===== src/rtl/seq_pkg.sv =====
// seq_pkg: shared types and constants for the serial pattern generator and its detector bench.
// Contents: FSM state enum, default pattern constant.
// No logic; imported by seq_gen and by benches.
package seq_pkg;

  typedef enum logic [1:0] {
    IDLE  = 2'd0,
    SHIFT = 2'd1,
    GAP   = 2'd2,
    DONE  = 2'd3
  } state_t;

  // Default pattern for the 4-bit configuration (use_def=1).
  localparam logic [3:0] DEF_PAT_DFLT = 4'b1101;

endpackage


===== src/rtl/seq_gen_if.sv =====
// seq_gen_if: request/config inputs and serial outputs of the pattern generator.
// Ports: start/use_def/pat_in/rep_cnt/gap_len (requester -> generator),
//        x/x_valid/busy/done (generator -> requester).
interface seq_gen_if #(
  parameter int W = 4
);
  logic         start;
  logic         use_def;
  logic [W-1:0] pat_in;
  logic [3:0]   rep_cnt;
  logic [1:0]   gap_len;
  logic         x;
  logic         x_valid;
  logic         busy;
  logic         done;

  // Requester side (bench or upstream control).
  modport master (
    output start, use_def, pat_in, rep_cnt, gap_len,
    input  x, x_valid, busy, done
  );

  // Generator side.
  modport slave (
    input  start, use_def, pat_in, rep_cnt, gap_len,
    output x, x_valid, busy, done
  );
endinterface


===== src/rtl/seq_bit_ctr.sv =====
// seq_bit_ctr: loadable down-counter shared for bit and gap timing; saturates at zero.
// Latency: load/decrement take effect on the next rising edge; zero is registered-state decode.
// Ports: clk, reset (sync, active-high), load, load_val, dec, zero.
module seq_bit_ctr #(
  parameter int CW = 3
) (
  input  logic          clk,
  input  logic          reset,
  input  logic          load,
  input  logic [CW-1:0] load_val,
  input  logic          dec,
  output logic          zero
);

  logic [CW-1:0] cnt_q, cnt_d;

  // Load wins over decrement; decrement at zero holds so the count never wraps.
  always_comb begin
    cnt_d = cnt_q;
    if (load) begin
      cnt_d = load_val;
    end else if (dec && (cnt_q != '0)) begin
      cnt_d = cnt_q - CW'(1);
    end
  end

  always_ff @(posedge clk) begin
    if (reset) begin
      cnt_q <= '0;
    end else begin
      cnt_q <= cnt_d;
    end
  end

  assign zero = (cnt_q == '0);

endmodule


===== src/rtl/seq_gen.sv =====
// seq_gen: serial pattern generator; sends rep_cnt copies of a W-bit pattern MSB first,
//          with gap_len idle bit-times between copies, then a one-cycle done pulse.
// Latency: first bit one cycle after start is accepted; start ignored while busy.
// Ports: clk, reset (sync, active-high), bus (seq_gen_if.slave).
module seq_gen
  import seq_pkg::*;
#(
  parameter int           W       = 4,
  parameter logic [W-1:0] DEF_PAT = W'(DEF_PAT_DFLT)
) (
  input  logic      clk,
  input  logic      reset,
  seq_gen_if.slave  bus
);

  localparam int            CW       = $clog2(W) + 1;
  localparam logic [CW-1:0] LAST_BIT = CW'(W - 1);

  state_t        state_q, state_d;
  logic [W-1:0]  shreg_q, shreg_d;   // bit on its way out sits in [W-1]
  logic [W-1:0]  pat_q, pat_d;       // copy reloaded at the start of each repetition
  logic [3:0]    reps_q, reps_d;     // copies left, including the one being sent
  logic [1:0]    gap_q, gap_d;
  logic          x_q, x_d;
  logic          x_valid_q, x_valid_d;
  logic          busy_q, busy_d;
  logic          done_q, done_d;

  logic          ctr_load;
  logic [CW-1:0] ctr_val;
  logic          ctr_dec;
  logic          ctr_zero;

  // One counter serves both phases: bits left in a copy during SHIFT,
  // idle cycles left during GAP. Zero means "this is the last cycle of the phase".
  seq_bit_ctr #(.CW(CW)) u_ctr (
    .clk      (clk),
    .reset    (reset),
    .load     (ctr_load),
    .load_val (ctr_val),
    .dec      (ctr_dec),
    .zero     (ctr_zero)
  );

  // State register
  always_ff @(posedge clk) begin
    if (reset) begin
      state_q   <= IDLE;
      shreg_q   <= '0;
      pat_q     <= '0;
      reps_q    <= '0;
      gap_q     <= '0;
      x_q       <= 1'b0;
      x_valid_q <= 1'b0;
      busy_q    <= 1'b0;
      done_q    <= 1'b0;
    end else begin
      state_q   <= state_d;
      shreg_q   <= shreg_d;
      pat_q     <= pat_d;
      reps_q    <= reps_d;
      gap_q     <= gap_d;
      x_q       <= x_d;
      x_valid_q <= x_valid_d;
      busy_q    <= busy_d;
      done_q    <= done_d;
    end
  end

  // Next-state and datapath
  always_comb begin
    state_d  = state_q;
    shreg_d  = shreg_q;
    pat_d    = pat_q;
    reps_d   = reps_q;
    gap_d    = gap_q;
    ctr_load = 1'b0;
    ctr_val  = LAST_BIT;
    ctr_dec  = 1'b0;

    case (state_q)
      IDLE: begin
        if (bus.start && (bus.rep_cnt != 4'd0)) begin
          state_d  = SHIFT;
          pat_d    = bus.use_def ? DEF_PAT : bus.pat_in;
          shreg_d  = pat_d;
          reps_d   = bus.rep_cnt;
          gap_d    = bus.gap_len;
          ctr_load = 1'b1;
        end
      end
      SHIFT: begin
        if (!ctr_zero) begin
          ctr_dec = 1'b1;
          shreg_d = shreg_q << 1;
        end else begin
          // LSB is on the line this cycle; reps_q >= 1 here, so no wrap.
          reps_d = reps_q - 4'd1;
          if (reps_q == 4'd1) begin
            state_d = DONE;
          end else if (gap_q != 2'd0) begin
            state_d  = GAP;
            ctr_load = 1'b1;
            ctr_val  = CW'(gap_q - 2'd1);
          end else begin
            shreg_d  = pat_q;
            ctr_load = 1'b1;
          end
        end
      end
      GAP: begin
        if (ctr_zero) begin
          state_d  = SHIFT;
          shreg_d  = pat_q;
          ctr_load = 1'b1;
        end else begin
          ctr_dec = 1'b1;
        end
      end
      DONE: begin
        state_d = IDLE;
      end
      default: begin
        state_d = IDLE;
      end
    endcase
  end

  // Outputs are decoded from the next state so they land in flops aligned with state_q.
  always_comb begin
    x_valid_d = (state_d == SHIFT);
    x_d       = x_valid_d & shreg_d[W-1];
    busy_d    = (state_d != IDLE);
    done_d    = (state_d == DONE);
  end

  assign bus.x       = x_q;
  assign bus.x_valid = x_valid_q;
  assign bus.busy    = busy_q;
  assign bus.done    = done_q;

endmodule

===== src/flat_wrapper.sv =====
// flat-port wrapper written by rule: the top's interface ports become plain ports
module seq_gen_flat import seq_pkg::*;
#(
  parameter int           W       = 4,
  parameter logic [W-1:0] DEF_PAT = W'(DEF_PAT_DFLT)
)
  (clk, reset, bus_start, bus_use_def, bus_pat_in, bus_rep_cnt, bus_gap_len, bus_x, bus_x_valid, bus_busy, bus_done);
  seq_gen_if #(.W(W)) bus_i ();
  input  logic clk;
  input  logic reset;
  input wire logic [$bits(bus_i.start)-1:0] bus_start;
  input wire logic [$bits(bus_i.use_def)-1:0] bus_use_def;
  input wire logic [$bits(bus_i.pat_in)-1:0] bus_pat_in;
  input wire logic [$bits(bus_i.rep_cnt)-1:0] bus_rep_cnt;
  input wire logic [$bits(bus_i.gap_len)-1:0] bus_gap_len;
  output wire logic [$bits(bus_i.x)-1:0] bus_x;
  output wire logic [$bits(bus_i.x_valid)-1:0] bus_x_valid;
  output wire logic [$bits(bus_i.busy)-1:0] bus_busy;
  output wire logic [$bits(bus_i.done)-1:0] bus_done;
  assign bus_i.start = bus_start;
  assign bus_i.use_def = bus_use_def;
  assign bus_i.pat_in = bus_pat_in;
  assign bus_i.rep_cnt = bus_rep_cnt;
  assign bus_i.gap_len = bus_gap_len;
  assign bus_x = bus_i.x;
  assign bus_x_valid = bus_i.x_valid;
  assign bus_busy = bus_i.busy;
  assign bus_done = bus_i.done;
  seq_gen #(.W(W), .DEF_PAT(DEF_PAT)) u_core (.clk(clk), .reset(reset), .bus(bus_i));
endmodule

===== config.mk =====
export PLATFORM = sky130hd
export DESIGN_NAME = seq_gen_flat
export DESIGN_NICKNAME = d
export VERILOG_FILES = /design/src/rtl/seq_pkg.sv /design/src/rtl/seq_gen_if.sv /design/src/rtl/seq_bit_ctr.sv /design/src/rtl/seq_gen.sv /design/src/flat_wrapper.sv
export SDC_FILE = /design/constraint.sdc
export NUM_CORES = 1
export LEC_CHECK = 0
export CAP_MARGIN = 40
export CORE_ASPECT_RATIO = 2
export CORE_MARGIN = 3
export CORE_UTILIZATION = 51
export CTS_BUF_LIST = sky130_fd_sc_hd__clkbuf_8
export CTS_CLUSTER_SIZE = 30
export DETAILED_ROUTE_END_ITERATION = 16
export GPL_ROUTABILITY_DRIVEN = 1
export PLACE_DENSITY = 0.74
export SLEW_MARGIN = 25
export SYNTH_ARGS = -nofsm -noshare
export SYNTH_HDL_FRONTEND = slang
export SYNTH_HIERARCHICAL = 1
export SYNTH_SLANG_ARGS = --single-unit
export TNS_END_PERCENT = 100

===== constraint.sdc =====
create_clock -name clk -period 1.99 [get_ports clk]
set_input_delay 0.398 -clock clk [delete_from_list [all_inputs] [get_ports clk]]
set_output_delay 0.398 -clock clk [all_outputs]
set_load 0.01 [all_outputs]

After elaboration in Yosys (flattened, before gate mapping). Index checks and enable logic that the tools add are counted.

$add $sub $neg: 3. Multipliers: 0. Div/mod/pow operators: 0. Magnitude comparators: 0. Equality and inequality tests: 11. Shift operators: 0. Mux-type cells: 29. Bitwise operators: 1. Reductions and logical operators: 15.

Operators with widths (number): $mux W4 (8); $mux W3 (6); $pmux W4 S3 (1); $mux W2 (5); $pmux W2 S4 (1); $pmux W4 S2 (1); $reduce_bool A2 Y1 (4); $eq A2 B2 Y1 const B (3); $mux W1 (6); $ne A2 B1 Y1 const B (3); $ne A3 B3 Y1 const B (2); $reduce_bool A3 Y1 (2); $reduce_and A5 Y1 (1); $eq A2 B1 Y1 const B (2); $eq A4 B1 Y1 const B (1); $reduce_bool A4 Y1 (1); $sub A4 B1 Y4 const B (1); $logic_not A3 Y1 (1); $pmux W1 S3 (1); $reduce_and A3 Y1 (1); $sub A2 B1 Y3 const B (1); $sub A3 B1 Y3 const B (1); $logic_and A1 B1 Y1 (2); $logic_not A2 Y1 (1); 3 further kinds (3).

Bits in registers: 23. Latch bits: 0. Memory bits (writable): 0. Bits in read-only memories: 0. Bits of input ports: 14. Output and inout bits: 4. Memories kept: 0.

Depth between registers and ports, before layout. Gate-level depths: netlist of run 1.

Word-level depth: 7. Mapped depth: 9.

By module. Netlist of run 1, hierarchy kept.

By module, submodules not included: seq_gen (instances 1, cells an instance 147, area each 1193.6 um^2); seq_bit_ctr (instances 1, cells an instance 21, area each 182.7 um^2).

Worst setup path before layout of run 1. OpenSTA, ideal clock, no wires.

Path kind: reg2reg. Start: register u_core.u_ctr.cnt_q[0]. End: register u_core.shreg_q[1]. Library setup time: 0.134 ns. Arrival time: 1.769 ns. Required time: 1.856 ns. Path slack: 0.087 ns. Stages on the path, launching flop included: 9. Buffers on the path: 1. Clock period less this slack: 1.903 ns. Cells stage by stage: dfxtp_1 -> inv_1 -> ha_1 -> ha_1 -> buf_2 -> and2_1 -> a32o_1 -> a222oi_1 -> a211oi_1.

Word-level cells in the longest chain between the ends: 3.

RTL lines: from (decl) (line seq_bit_ctr.sv:15) `logic [CW-1:0] cnt_q, cnt_d;`; from (signal assigned) (line seq_bit_ctr.sv:31) `cnt_q <= cnt_d;`; $logic_not A3 Y1 * (line seq_bit_ctr.sv:35) `assign zero = (cnt_q == '0);`; named net u_core.ctr_zero (line seq_gen.sv:32) `logic ctr_zero;`; $ne A3 B3 Y1 (no source line), or another cell as far along; $reduce_and A5 Y1 (no source line) or $pmux W4 S3 (tied branches); to (signal assigned) (line seq_gen.sv:59) `shreg_q <= shreg_d;`; to (decl) (line seq_gen.sv:20) `logic [W-1:0] shreg_q, shreg_d;`.

Mark *: on every way through the listed nets, which the timed path passes. The rest lies on a longest branch. A chain may end at the register's enable or synchronous reset.

Final worst setup path of run 1.
Start: register u_core.reps_q[1]. End: register u_core.x_q, in the netlist u_core/bus.x.

Word-level cells in the longest chain between the ends: 6.

RTL lines: from (decl) (line seq_gen.sv:22) `logic [3:0] reps_q, reps_d;`; from (signal assigned) (line seq_gen.sv:61) `reps_q <= reps_d;`; $eq A4 B1 Y1 * (line seq_gen.sv:99) `if (reps_q == 4'd1) begin`; $mux W2 (line seq_gen.sv:99); $mux W2 (line seq_gen.sv:93) `if (!ctr_zero) begin`; $pmux W2 S4 (line seq_gen.sv:81) `case (state_q)`; $eq A2 B1 Y1 (line seq_gen.sv:131) `x_valid_d = (state_d == SHIFT);`; $and A1 B1 Y1 * (line seq_gen.sv:132) `x_d = x_valid_d & shreg_d[W-1];`; to (signal assigned) (line seq_gen.sv:53) `x_q <= 1'b0;`; to (signal assigned) (line seq_gen.sv:63) `x_q <= x_d;`; to (decl) (line seq_gen.sv:24) `logic x_q, x_d;`.

Mark *: on every way between the ends. The rest lies on a longest branch, timed or not. The select of a mux whose other input is x is not followed.

==> flow_summary_export.csv, run 1 <==
group,metric,value,unit
die,die_y,79.5,um
worst_setup_path,crit_end,"u_core/bus.x$_SDFF_PP0_",
min_path,hold_path_depth,2,
clock_network,cts-htree-levels,1,
route,drt-pass1-iter-count,4,
pwr,pwr-share-clk,10.6,%
route,totalWireLength,3670,um
timing,relSlewSlack,74.6,%
yosys,avgSynthCellArea,8.19,um^2
min_path,hp-class,"reg2reg",
worst_setup_path,timing.rr.start,"u_core/reps_q[1]$_SDFFE_PP0P_",
yosys,netlist_top_cells_area,"dfxtp_1 33%, ha_1 9.1%, a21oi_1 4.7%, inv_1 4.6%, nand2_1 4.6%",
route,drt_iter0_drc,67,
pwr,combPwrFrac,61.9,%
die,boundaryPins,18,
yosys,synth_edf_count,0,
pwr,p_seq_share,27.5,%
timing,finClkSkew,0.00316,ns
timing,fin_setup_tns,0,ns
run_status,status,"completed",
timing,rsz0062_at_grt,"true",
yosys,synth_most_common_cell,"dfxtp_1",
timing,setup_violations,0,
yosys,synth_commonest_cells,"23 x dfxtp_1, 17 x inv_1, 17 x nand2_1",
finish,area_delta_synth_final,33.8,%
yosys,ys.flop_type,"dfxtp_1",
placement,portBuffers,17,
timing,fmax,0.523,GHz
grt,overflow,0,
pwr,vdd_ir_drop_max,0.898,mV
pwr,intPower,1610,uW
clock_network,cts_buffers,3,
route,wire_per_inst,15.6,um
timing,timing.final.max_slew_violations,0,
worst_setup_path,critPathLaunch,"u_core/reps_q[1]$_SDFFE_PP0P_",
yosys,syn_nets,192,
die,core_area,2570,um^2
timing,finalCritPeriodShare,96.1,%
timing,finalCriticalPeriod,1.91,ns
pwr,p_switching,1140,uW
die,die_w,42.7,um
grt,grt_antenna_before_repair,0,
grt,grt_pass1_wl,6270,um
placement,place_worst_setup_slack,-0.219,ns
yosys,ys_ff_latch,23,
route,drtAntennaViolNets,0,
yosys,netlist_area,1380,um^2
clock_network,clkLatencyLatePin,0.27,ns
worst_setup_path,cp.required,2.17,ns
clock_network,holdBufCountCts,0,
clock_network,clock-sinks,23,
min_path,min_from,"u_core/pat_q[0]$_SDFFE_PP0P_",
pwr,p_per_area,1490,nW/um^2
timing,hold_violations,0,
yosys,async_flop_share,0,%
die,start_util,53.6,%
clock_network,clockBufferDepth,2,
finish,diodes,0,
pwr,leakagePower,0.000773,uW
placement,dp.final_hpwl,2780,um
grt,grt_usage,23.7,%
finish,fin_util,71.7,%
yosys,synth_top_cell_area_share,33.5,%
worst_setup_path,r2r_cells,7,
worst_setup_path,r2r-end,"u_core/bus.x$_SDFF_PP0_",
run,maxCapViolations,0,
worst_setup_path,critPathArrivalTime,2.09,ns
route,drc,0,
yosys,synth.distinct_cells,50,
worst_setup_path,reg2reg_slack,0.08,ns
clock_network,cts_root_buf,"clkbuf_8",
pwr,switching_share,41.5,%
worst_setup_path,critPathKind,"reg2reg",
route,vias,1397,
yosys,yosysSeqAreaShare,33.5,%
yosys,synth_warnings,6,
finish,fin_nets,232,
grt,grt_pass1_vias,1471,
yosys,syn-instance-count,168,
yosys,synth_top_cell_by_area,"dfxtp_1",
grt,grt_max_degree,18,
worst_setup_path,startpoint_type,"register",
timing,worstMarginPinSlew,0.379,ns
placement,place.gp.congestion,0.910,
timing,setup_slack,0.0781,ns
worst_setup_path,critPathMaxFanout,5,
die,dieArea,3400,um^2
worst_setup_path,crit_path_end_kind,"register",
die,fp-row-count,26,
clock_network,cts_tree,"yes",
clock_network,path_clk_slew,0.08,ns
finish,drive_above_1_share,23.2,%
route,viasPerCell,5.94,
[power by group through the flow]
stage | combinational [uW] | clock [uW] | sequential (uW)
CTS | 1600 | 299 | 742
floorplan | 1020 | 0 | 746
detailed placement | 1580 | 0 | 749
global placement | 1510 | 0 | 743
finish | 1700 | 291 | 755
global route | 1880 | 313 | 772
[worst max-delay path: stages (launching register included)]
cell and delay (ns):
dfxtp_1 0.32, inv_1 0.09, ha_2 0.19, or3b_4 0.40
buf_4 0.16, a41oi_1 0.21, o211ai_1 0.21, a311oi_1 0.25
[routing by layer]
layer / up-vias / GRT usage, % / wire (um)
met1: 669 / 22.9 / 1360
met3: 13 / 2.71 / 94
met5: - / 0 / 0
met2: 31 / 45.0 / 2080
li1: 684 / - / -
met4: 0 / 14.3 / 128
[sequential cells by signal, indices dropped and copies added, names as in the netlist, 2 cells and up]
signal,count
u_core/reps_q,4
u_core/gap_q,2
u_core/u_ctr/cnt_q,3
u_core/shreg_q,4
u_core/state_q,2
u_core/pat_q,4
[cells by family after synthesis]
group,synth area share (%)
xor gates and xnor gates,0.636
muxes,2.27
AOI/OAI and AO/OA,24.7
buffers and inverters,6.27
adders and majority gates,9.09
DFF,33.5
and+or+nand+nor,23.5
[cells in the final DEF, fill, tap and decap left out, drive strengths merged, types with 2 or more instances in the layout]
cell type      synthesis  final
o21ai                  5      5
a21oi                 13     13
nor2                  14     14
nor3                   3      3
o21a                   2      2
inv                   17     17
nand3                  2      2
mux2i                  2      2
a211oi                 2      2
nand2                 17     17
a31oi                  3      3
nand2b                 3      3
clkbuf                 2      3
nand3b                 2      2
o32ai                  2      2
dfxtp                 23     23
clkdlybuf4s50          0     16
buf                    3     23
and3                   3      3
and2                   2      2
a311oi                 3      3
ha                    10     10
nor2b                  6      6
or2                    2      2
o31ai                  2      2
or3                    2      2
o311a                  2      2
[area by class of cell]
cell class	count	area [um^2]
Clock buffer	3	41.3
Clock inverter	1	5.00
Fill cell	218	728
Inverter	17	63.8
Multi-Input combinational cell	123	890
Sequential cell	23	462
Tap cell	28	35.0
Timing Repair Buffer	40	345
[through the flow]
stage / instance area [um^2] / instances / total power (uW) / hold WS [ns]
3_3_place_gp: 1720 / 230 / 2250 / 0.446
3_5_place_dp: 1720 / 230 / 2330 / 0.449
5_1_grt: 1840 / 235 / 2960 / 0.495
6_report: 1840 / 235 / 2750 / 0.458
4_1_cts: 1780 / 234 / 2640 / 0.460
2_1_floorplan: 1380 / 168 / 1760 / 0.436
[worst min path at each step]
stage,end
2_1_floorplan,u_core/gap_q[0]$_SDFFE_PP0P_
3_5_place_dp,u_core/pat_q[0]$_SDFFE_PP0P_
4_1_cts,u_core/pat_q[0]$_SDFFE_PP0P_
6_report,u_core/pat_q[0]$_SDFFE_PP0P_
5_1_grt,u_core/gap_q[1]$_SDFFE_PP0P_
3_3_place_gp,u_core/gap_q[0]$_SDFFE_PP0P_
[what timing repair did]
action                                  4_1_cts  5_1_grt
endpoints found under the setup margin        2        9
pin swaps                                     0        2
cloned                                        0        0
buffers inserted                              0        1
gates resized for setup                       1       14
Power figures use the tool's default switching activity.
==> inputs of run 2 (changes only) <==
Settings changed: CORE_UTILIZATION 51 to 30, PLACE_DENSITY 0.74 to 0.46.
==> run 2 against run 1 <==
  * Largest power group unchanged
  * Die area increased by 62%
  * Clock-buffer cell count unchanged
  * Highest routed layer unchanged
  * Register-to-register slack improved by 0.03 ns
  * Non-clock buffer count decreased by 1
  * Maximum frequency about the same
  * Worst hold slack improved by 0.0039 ns
==> flow_summary_export.csv, run 2 (synthesized netlist as in run 1, its figures left out) <==
group,metric,value,unit
run_status,status,"completed",
pwr,combPwrFrac,60.7,%
finish,regArea,463,um^2
clock_network,holdBufCountCts,0,
clock_network,cts_setup_buffers,0,
timing,rsz0062_at_grt,"true",
die,die_w,53.9,um
clock_network,clkLatencyLatePin,0.27,ns
placement,dpl.cell_count,256,
clock_network,clock-sinks,23,
die,core_area,4380,um^2
worst_setup_path,path_delay_family,"simple AND/OR/NAND/NOR gates",
grt,grt_usage,15.3,%
grt,grt_pass1_vias,1398,
run,maxCapViolations,0,
timing,relSlewSlack,72.1,%
route,drt_iter0_drc,20,
clock_network,cts-resized-gates,0,
route,vias,1351,
route,wire_per_inst,14.4,um
timing,finalCritPeriodShare,96.0,%
pwr,finalPower,2710,uW
finish,multi_input_area,856,um^2
grt,overflow,0,
worst_setup_path,cp.required,2.19,ns
finish,fin_nets,231,
route,drt-pass1-iter-count,4,
pwr,p_per_area,1480,nW/um^2
finish,diodes,0,
clock_network,cts_root_buf,"clkbuf_8",
finish,area_delta_synth_final,33.5,%
worst_setup_path,path_buf_inv,2,
grt,grt_pass1_wl,6070,um
worst_setup_path,critPathMaxFanout,5,
finish,fin_cells,260,
worst_setup_path,cp_slowest_cell,"clkdlybuf4s50_1",
timing,setup_violations,0,
die,die_y,102,um
pwr,vdd_ir_drop_max,0.586,mV
timing,worstMarginPinSlew,0.415,ns
worst_setup_path,max_stage_delay,0.47,ns
timing,fmax,0.523,GHz
finish,fill_cells,463,
pwr,switching_share,41.1,%
route,totalWireLength,3760,um
die,fp-row-count,34,
clock_network,cts_tree,"yes",
finish,fin_util,41.9,%
grt,grt_antenna_before_repair,0,
clock_network,path_clk_slew,0.09,ns
timing,finalCriticalPeriod,1.91,ns
worst_setup_path,crit_path_end_kind,"register",
route,drc,0,
pwr,pwr-share-clk,11.3,%
die,start_util,31.4,%
placement,portBuffers,17,
clock_network,clockBufferDepth,2,
worst_setup_path,startpoint_type,"primary input",
min_path,hp-class,"reg2reg",
finish,final_cell_mix,"22 x buf_4, 21 x dfxtp_1, 17 x inv_1, 17 x nand2_1, 15 x clkdlybuf4s50_1",
timing,timing.final.max_slew_violations,0,
worst_setup_path,reg2reg_slack,0.11,ns
pwr,p_switching,1120,uW
die,dieArea,5490,um^2
worst_setup_path,critPathKind,"in2reg",
finish,drive_above_1_share,20.9,%
pwr,intPower,1600,uW
pwr,p_seq_share,28.0,%
grt,grt_max_degree,18,
placement,dp.final_hpwl,2990,um
die,boundaryPins,18,
worst_setup_path,crit_chain,"clkdlybuf4s50_1 -> nor4_2 -> buf_4 -> nor2_2 -> a21oi_1 -> nor2_1 -> or3_1 -> a31oi_1",
timing,hold_violations,0,
route,viasPerCell,5.20,
finish,mostFrequentLayoutCell,"buf_4",
clock_network,cts_buffers,3,
finish,largestRegisters,"u_core/pat_q (4), u_core/reps_q (4), u_core/shreg_q (4)",
clock_network,cts-htree-levels,1,
placement,place.gp.congestion,0.822,
route,drtAntennaViolNets,0,
pwr,leakagePower,0.000779,uW
worst_setup_path,critPathArrivalTime,2.11,ns
timing,finClkSkew,0.00530,ns
## run 2: changes by cell type in the layout (fill, tap and decap cells not counted), sizes merged
cell	previous run	this run
buf	23	22
clkdlybuf4s50	16	15
dlymetal6s2s	1	2
## run 2: area by class of cell
class | count | share of cell area [%]
Multi-Input combinational cell | 123 | 46.6
Sequential cell | 23 | 25.2
Timing Repair Buffer | 39 | 18.5
Inverter | 17 | 3.47
Clock buffer | 3 | 2.25
Tap cell | 54 | 3.68
Clock inverter | 1 | 0.272
## run 2: worst min-delay path, cell delays in order, from the launching register on
cell	delay (ns)
dfxtp_1	0.32
nand2_1	0.05
a21oi_1	0.05
## run 2: routing by layer
metal  part of all wire, %  track usage (%)  vias to the layer above
met5                     0                0                        -
met3                   2.9             1.33                        4
met1                    38             15.6                      650
met2                    57             29.3                       18
met4                   1.5             6.50                        0
li1                      -                -                      679
## run 2: final timing paths
kind	cells past startpoint	to	from
worst max-delay path	8	u_core/u_ctr/cnt_q[1]$_SDFFE_PP0P_	bus_rep_cnt[2]
worst min-delay path	2	u_core/pat_q[0]$_SDFFE_PP0P_	u_core/pat_q[0]$_SDFFE_PP0P_
worst max register to register	6	u_core/shreg_q[1]$_SDFFE_PP0P_	u_core/reps_q[1]$_SDFFE_PP0P_
worst min register to register	2	u_core/pat_q[0]$_SDFFE_PP0P_	u_core/pat_q[0]$_SDFFE_PP0P_
## run 2: power groups by stage
stage / Clock (uW) / Combinational, uW / Sequential (uW)
global placement: 0 / 1580 / 752
finish: 308 / 1650 / 760
CTS: 325 / 1620 / 743
floorplan: 0 / 1020 / 746
global route: 338 / 1860 / 774
detailed placement: 0 / 1610 / 754
## run 2: per-stage QoR
stage / hold slack [ns] / worst slack (ns) / area [um^2] / setup TNS, ns
after CTS: 0.464 / 0.00409 / 1800 / 0
after detailed placement: 0.449 / -0.280 / 1760 / -2.10
after global placement: 0.445 / -0.182 / 1760 / -1.49
final: 0.462 / 0.0793 / 1840 / 0
after global routing: 0.496 / -0.00518 / 1840 / -0.00552
after floorplan: 0.436 / 0.0869 / 1380 / 0
